<file path="src/rtl/sram_bus_arbiter.sv">
// Shares one SRAM-like bus between the instruction-fetch and data ports.
// An in-order tag FIFO records who owns each accepted transaction so responses can be routed back.
module sram_bus_arbiter #(
    parameter int MAX_OUTSTANDING = 4,
    parameter int DATA_WIDTH      = 32,
    parameter int ADDR_WIDTH      = 32
) (
    input  logic                              clock,
    input  logic                              reset,
    input  logic                              inst_req,
    input  logic [ADDR_WIDTH-1:0]             inst_addr,
    output logic                              inst_addr_ok,
    output logic                              inst_data_ok,
    output logic [DATA_WIDTH-1:0]             inst_rdata,
    input  logic                              inst_cancel,
    input  logic                              data_req,
    input  logic                              data_wr,
    input  logic [1:0]                        data_size,
    input  logic [ADDR_WIDTH-1:0]             data_addr,
    input  logic [DATA_WIDTH/8-1:0]           data_wstrb,
    input  logic [DATA_WIDTH-1:0]             data_wdata,
    output logic                              data_addr_ok,
    output logic                              data_data_ok,
    output logic [DATA_WIDTH-1:0]             data_rdata,
    output logic                              bus_req,
    output logic                              bus_wr,
    output logic [1:0]                        bus_size,
    output logic [ADDR_WIDTH-1:0]             bus_addr,
    output logic [DATA_WIDTH/8-1:0]           bus_wstrb,
    output logic [DATA_WIDTH-1:0]             bus_wdata,
    input  logic                              bus_addr_ok,
    input  logic                              bus_data_ok,
    input  logic [DATA_WIDTH-1:0]             bus_rdata,
    output logic [$clog2(MAX_OUTSTANDING):0]  outstanding_count
);
    localparam int PW = $clog2(MAX_OUTSTANDING);
    localparam int CW = PW + 1;
    localparam int SW = DATA_WIDTH / 8;

    typedef enum logic {IDLE, HOLD} state_t;

    state_t                 state_q, state_d;
    logic                   owner_data_q, owner_data_d;
    logic                   cancel_q, cancel_d;
    logic                   hold_wr_q, hold_wr_d;
    logic [1:0]             hold_size_q, hold_size_d;
    logic [ADDR_WIDTH-1:0]  hold_addr_q, hold_addr_d;
    logic [SW-1:0]          hold_wstrb_q, hold_wstrb_d;
    logic [DATA_WIDTH-1:0]  hold_wdata_q, hold_wdata_d;
    logic [MAX_OUTSTANDING-1:0] tag_data_q, tag_data_d;
    logic [MAX_OUTSTANDING-1:0] tag_discard_q, tag_discard_d;
    logic [PW-1:0]          wr_ptr_q, wr_ptr_d, rd_ptr_q, rd_ptr_d;
    logic [CW-1:0]          count_q, count_d;

    logic full, grant_data, accept, push, pop, push_discard, head_discard;

    always_comb begin
        state_d       = state_q;
        owner_data_d  = owner_data_q;
        cancel_d      = cancel_q;
        hold_wr_d     = hold_wr_q;
        hold_size_d   = hold_size_q;
        hold_addr_d   = hold_addr_q;
        hold_wstrb_d  = hold_wstrb_q;
        hold_wdata_d  = hold_wdata_q;
        bus_req       = 1'b0;
        bus_wr        = 1'b0;
        bus_size      = 2'd2;
        bus_addr      = inst_addr;
        bus_wstrb     = '0;
        bus_wdata     = '0;

        full       = (count_q == CW'(MAX_OUTSTANDING));
        grant_data = (state_q == HOLD) ? owner_data_q : data_req;

        if (!reset) begin
            if (state_q == HOLD) begin
                bus_req = 1'b1;
            end else begin
                bus_req = !full && (data_req || inst_req);
            end
        end

        // A held grant drives the fields captured when it first failed to handshake.
        if (state_q == HOLD) begin
            bus_wr    = hold_wr_q;
            bus_size  = hold_size_q;
            bus_addr  = hold_addr_q;
            bus_wstrb = hold_wstrb_q;
            bus_wdata = hold_wdata_q;
        end else if (grant_data) begin
            bus_wr    = data_wr;
            bus_size  = data_size;
            bus_addr  = data_addr;
            bus_wstrb = data_wstrb;
            bus_wdata = data_wdata;
        end

        accept       = bus_req && bus_addr_ok;
        push         = accept;
        push_discard = !grant_data && (inst_cancel || (state_q == HOLD && cancel_q));
        data_addr_ok = accept && grant_data;
        inst_addr_ok = accept && !grant_data && !(state_q == HOLD && (cancel_q || inst_cancel));

        case (state_q)
            IDLE: begin
                if (bus_req && !bus_addr_ok) begin
                    state_d      = HOLD;
                    owner_data_d = grant_data;
                    cancel_d     = !grant_data && inst_cancel;
                    hold_wr_d    = bus_wr;
                    hold_size_d  = bus_size;
                    hold_addr_d  = bus_addr;
                    hold_wstrb_d = bus_wstrb;
                    hold_wdata_d = bus_wdata;
                end
            end
            HOLD: begin
                cancel_d = cancel_q || (inst_cancel && !owner_data_q);
                if (bus_addr_ok) begin
                    state_d  = IDLE;
                    cancel_d = 1'b0;
                end
            end
            default: state_d = IDLE;
        endcase

        pop          = !reset && bus_data_ok && (count_q != '0);
        head_discard = tag_discard_q[rd_ptr_q] || inst_cancel;
        data_data_ok = pop && tag_data_q[rd_ptr_q];
        inst_data_ok = pop && !tag_data_q[rd_ptr_q] && !head_discard;

        // Stale discard bits on empty slots are harmless: a push overwrites them.
        tag_data_d    = tag_data_q;
        tag_discard_d = tag_discard_q | ({MAX_OUTSTANDING{inst_cancel}} & ~tag_data_q);
        if (push) begin
            tag_data_d[wr_ptr_q]    = grant_data;
            tag_discard_d[wr_ptr_q] = push_discard;
        end

        wr_ptr_d = wr_ptr_q + PW'(push);
        rd_ptr_d = rd_ptr_q + PW'(pop);
        count_d  = count_q + CW'(push) - CW'(pop);
    end

    always_ff @(posedge clock) begin
        if (reset) begin
            state_q       <= IDLE;
            owner_data_q  <= 1'b0;
            cancel_q      <= 1'b0;
            tag_data_q    <= '0;
            tag_discard_q <= '0;
            wr_ptr_q      <= '0;
            rd_ptr_q      <= '0;
            count_q       <= '0;
        end else begin
            state_q       <= state_d;
            owner_data_q  <= owner_data_d;
            cancel_q      <= cancel_d;
            tag_data_q    <= tag_data_d;
            tag_discard_q <= tag_discard_d;
            wr_ptr_q      <= wr_ptr_d;
            rd_ptr_q      <= rd_ptr_d;
            count_q       <= count_d;
        end
    end

    always_ff @(posedge clock) begin
        hold_wr_q    <= hold_wr_d;
        hold_size_q  <= hold_size_d;
        hold_addr_q  <= hold_addr_d;
        hold_wstrb_q <= hold_wstrb_d;
        hold_wdata_q <= hold_wdata_d;
    end

    // A response with nothing outstanding breaks the bus protocol.
    always_ff @(posedge clock) begin
        if (!reset) begin
            assert (!(bus_data_ok && count_q == '0));
        end
    end

    assign inst_rdata        = bus_rdata;
    assign data_rdata        = bus_rdata;
    assign outstanding_count = count_q;

endmodule

</file>
<file path="config.mk">
export PLATFORM = sky130hd
export DESIGN_NAME = sram_bus_arbiter
export DESIGN_NICKNAME = d
export VERILOG_FILES = /design/src/rtl/sram_bus_arbiter.sv
export SDC_FILE = /design/constraint.sdc
export NUM_CORES = 1
export LEC_CHECK = 0
export ABC_CLOCK_PERIOD_IN_PS = 15100
export BUFFER_PORTS_ARGS = -buffer_cell sky130_fd_sc_hd__clkbuf_2
export CORE_AREA = 3 3 110 112
export CTS_CLUSTER_SIZE = 8
export DETAILED_ROUTE_END_ITERATION = 8
export DIE_AREA = 0 0 113 115
export GPL_TIMING_DRIVEN = 0
export PLACE_DENSITY_LB_ADDON = 0.08
export SYNTH_ARGS = -nofsm -noshare
export SYNTH_HDL_FRONTEND = slang
export SYNTH_SLANG_ARGS = --single-unit
</file>
<file path="constraint.sdc">
create_clock -name clock -period 15.1 [get_ports clock]
set_input_delay 2.265 -clock clock [delete_from_list [all_inputs] [get_ports clock]]
set_output_delay 2.265 -clock clock [all_outputs]
set_load 0.01 [all_outputs]
</file>
# After elaboration in Yosys (flattened, before gate mapping)
# Index checks and enable logic that the tools add are counted.
# op_classes
add_sub_neg,4
n_lt_le_gt_ge,3
eq_ne,2
n_mux,28
n_bitwise,4
n_reduce_logical,32
# ops
operator,n
two-way mux 32 bit,4
logical AND 1 bit,17
two-way mux 1 bit,12
two-way mux 4 bit,3
bitwise mux 4 bit,2
zero test 1 bit,8
"less-than comparator 2 x 3 -> 1 bit, second input constant",2
logical OR 1 bit,5
adder 2 x 1 -> 2 bit,2
AND 4 bit,1
binary-select mux 1 bit (select 2 bit),2
two-way mux 2 bit,2
inverter 4 bit,1
bitwise OR 4 bit,1
one-hot mux 1 bit (2 select lines),2
adder 3 x 1 -> 3 bit,1
"equality test 3 bit, second input constant",1
nonzero test 3 bit,1
subtractor 3 x 1 -> 3 bit,1
demux 1 bit (select 2 bit),1
">= comparator 2 x 1 -> 1 bit, second input constant",1
"!= test 2 bit, second input constant",1
AND reduction 2 bit,1
inverter 1 bit,1
# totals
register_bits,89
input_bits,142
output_inout_bits,143
word_cells,86

# Depth between registers and ports, before layout
# depth
word_depth,8
ltp_mapped,9
depth_no_buf,9

# Worst setup path after synthesis
# No wires, ideal clock.
# synth_timing
kind,input to register
from,in reset
to,"reg hold_addr_q[0], enable pin"
setup_time_ns,0.707
arrival_time_ns,9.979
required_ns,14.393
setup_slack_ns,4.414
stages,3
n_path_buf,1
path_cell_list,clkbuf_1 > nor2_1 > nor4b_1
# synth_between
elab_chain_cells,3
# synth_lines
item,line,text
start: declaration,9,"input logic reset,"
two-way mux 1 bit,76,if (!reset) begin
logical AND 1 bit,107,if (bus_req && !bus_addr_ok) begin
AND reduction 2 bit (no line),-,
end signal: assignment,171,hold_addr_q <= hold_addr_d;
end: declaration,47,"logic [ADDR_WIDTH-1:0] hold_addr_q, hold_addr_d;"
# Every way passes these cells.
# A chain may end at the register's enable or synchronous reset.

# Worst setup path in the final report
# layout_timing
from,in data_req
to,out bus_wdata[28]
# layout_between
elab_chain_cells,3
# layout_lines
item,line,text
start: declaration,16,"input logic data_req,"
two-way mux 1 bit,74,grant_data = (state_q == HOLD) ? owner_data_q : data_req;
two-way mux 32 bit,91,end else if (grant_data) begin
two-way mux 32 bit,85,if (state_q == HOLD) begin
end: declaration,30,"output logic [DATA_WIDTH-1:0] bus_wdata,"
# Every way passes these cells.

==> metrics.yaml <==
status: "finished, final reports clean"
fin_crit_ns: 6.27
final-hold-violation-count: 0
synth-seq-cells: 89
utilization_pct: 57.5
post-dp-hpwl_um: 9900
layout-drive-gt1-share_pct: 52.8
clk_path_buf_depth: 2
report.final.slew_viol_count: 0
synth-main-ff-cell: "edfxtp_1"
cap_violations: 0
grt_usage_pct: 17.9
placed_area_um2: 6160
num_vias: 3872
clock-root-buffer: "clkbuf_16"
clock.fmax_ghz: 0.160
grt_pass1_vias: 3719
dr.pass1.iters: 4
synth-async-reset-ratio_pct: 0
syn_inst: 394
layout_worst_path_cycle_share_pct: 41.5
p_leak_nw: 3.08
slew_headroom_pct: 53.6
overflow: 0
antenna_found_initial: 0
synth.avg_cell_area_um2: 11.8
critPathKind: "in -> out"
seq_area_frac_synth_pct: 53.5
die_x_um: 113
htree_levels: 3
n_antenna_cell: 0
fin_cells: 812
setup_viol: 0
worstMarginPinSlew_ns: 0.695
wl_um: 12200
cts_sinks: 89
syn_to_final_growth_pct: 39.8
grt_max_degree: 16
synthesis.area_um2: 4660
cts-resized-gates: 0
crit_path_start_kind: "input pin"
crit_buf_inv: 5
cts_tree: "yes"
ir_worst_vdd_mv: 0.0547
p_total_mw: 0.729
floorplan.initialDensity_pct: 41.1
dieArea_um2: 13000
clkTransAtPathRegs_ns: 0.06
grt_setup_unrepaired: "false"
cp_slowest_stage_delay_ns: 0.41
design_area_um2: 6510
slowest_stage: "clkbuf_1"
hold_buffers: 0
rows: 39
cp.arrival_ns: 4.00
numCtsBuffers: 9
synth_nets: 541
nets: 811
hp-class: "reg -> reg"
port_buffers: 250
critPathRequiredTime_ns: 12.84
place_inst: 796
yosysWarnings: 0
skew_ns: 0.00564
drtIter0Drc: 172
gp_congestion: 0.809
worstPathMaxFanout: 10
cp_top_family: "buffers and inverters"
ys_types: 36
grt_pass1_wl_um: 18600
wire_per_inst_um: 15.0
post_cts_buffers: 0
synth-edff-count: 71
vias_per_cell: 4.77
coreArea_um2: 11300
clk_latency_ns: 0.34
drc_errors: 0
cp-end-kind: "primary output"
path_cells: "clkbuf_2 > buf_2 > nor2b_1 > clkbuf_1 > buf_2 > a22o_1 > clkbuf_2"
powerDensity_nw_per_um2: 112
tns_ns: 0
pin_count: 285
antenna_left: 0
chipHeight_um: 115
[worst paths after layout]
path	slack, ns	end	cells after the start	start
max	8.83	bus_wdata[28]	7	data_req
min	0.50	tag_data_q[3]$_SDFFE_PP0P_	2	tag_data_q[3]$_SDFFE_PP0P_
max reg2reg	12.58	hold_wdata_q[23]$_DFFE_PP_	6	state_q$_SDFF_PP0_
min reg2reg	0.50	tag_data_q[3]$_SDFFE_PP0P_	2	tag_data_q[3]$_SDFFE_PP0P_
[logic make-up after synthesis]
family          count (synthesis)  share of synthesized area (%)
mux                            42                           9.57
simple gates                   78                           9.41
compound gates                 82                           12.4
flops                          89                           53.5
fa+ha+maj                       5                           1.51
xor+xnor                        4                          0.752
buf+inv                        94                           12.8
[worst reg2reg max path, cell delays in order (launching register included)]
cell,delay (ns)
dfxtp_1,0.43
clkbuf_1,0.29
nor4b_2,0.68
buf_4,0.29
buf_4,0.20
buf_4,0.20
buf_6,0.15
[state kept, by name, summed over array words and instances, names as in the netlist, 3 cells and up]
register and cells:
outstanding_count 3, tag_discard_q 4, hold_wdata_q 32, hold_wstrb_q 4
tag_data_q 4, hold_addr_q 32
[metal layers]
metal | wire length [um] | GRT usage [%] | share of wire, %
met5 | 0 | 0 | 0
met3 | 1100 | 4.32 | 9.1
met4 | 286 | 8.09 | 2.3
met1 | 5060 | 23.2 | 42
met2 | 5730 | 28.8 | 47
[through the flow]
stage | hold WS [ns] | setup WS [ns]
after floorplan | 0.459 | 4.41
after global placement | 0.480 | 1.22
after detailed placement | 0.488 | 8.81
after CTS | 0.504 | 8.80
after global routing | 0.532 | 8.68
final | 0.501 | 8.83
[power by group]
| group | internal (mW) | leakage, nW | total (mW) | switching (mW) |
|---|---|---|---|---|
| registers | 0.292 | 0.809 | 0.303 | 0.0112 |
| clock network | 0.162 | 0.163 | 0.255 | 0.0929 |
| logic | 0.0805 | 2.11 | 0.172 | 0.0913 |
| total | 0.534 | 3.08 | 0.729 | 0.195 |
[cell usage in the layout (no fill, tap or decap), types with 4 or more instances in the layout]
master | Yosys | layout
clkbuf_2 | 0 | 250
buf_4 | 64 | 72
edfxtp_1 | 71 | 71
mux2i_1 | 40 | 40
a22o_1 | 38 | 38
nand2_1 | 34 | 34
o21ai_0 | 32 | 32
dfxtp_1 | 18 | 18
clkbuf_1 | 13 | 13
nor2b_1 | 10 | 10
clkbuf_16 | 0 | 9
nor2_1 | 8 | 8
buf_1 | 7 | 7
nor3_1 | 6 | 6
inv_1 | 5 | 5
nand2b_1 | 5 | 5
buf_2 | 4 | 4
a21oi_1 | 4 | 4
o21bai_1 | 4 | 4
xnor2_1 | 4 | 4
ha_1 | 4 | 4
[synth_stat cells (all sizes together) (2+ instances only)]
library cell	number	share of area [%]
nor3b	4	0.86
a21oi	4	0.43
nand2b	5	0.67
nor2	8	0.65
clkbuf	13	1.0
nor3	6	0.65
buf	75	11
mux2i	40	8.6
a22o	38	7.1
nor2b	10	1.3
o21ai	32	3.4
xnor2	4	0.75
dfxtp	18	7.7
o21bai	4	0.65
nor4	2	0.27
mux4	2	0.97
nand2	34	2.7
nor4b	4	1.4
ha	4	1.1
inv	6	0.48
edfxtp	71	46
[area by class of cell]
cell class              instances  area, um2
plain buffers                  88        576
well taps                     143        179
repair buffers                259       1320
fillers                      1007       4810
clock buffers                   9        225
inverters                       6       22.5
multi-input cells             211       1570
clock inverters                 7        119
flip-flops and latches         89       2490
No activity file was read; power rests on OpenSTA's default activity.
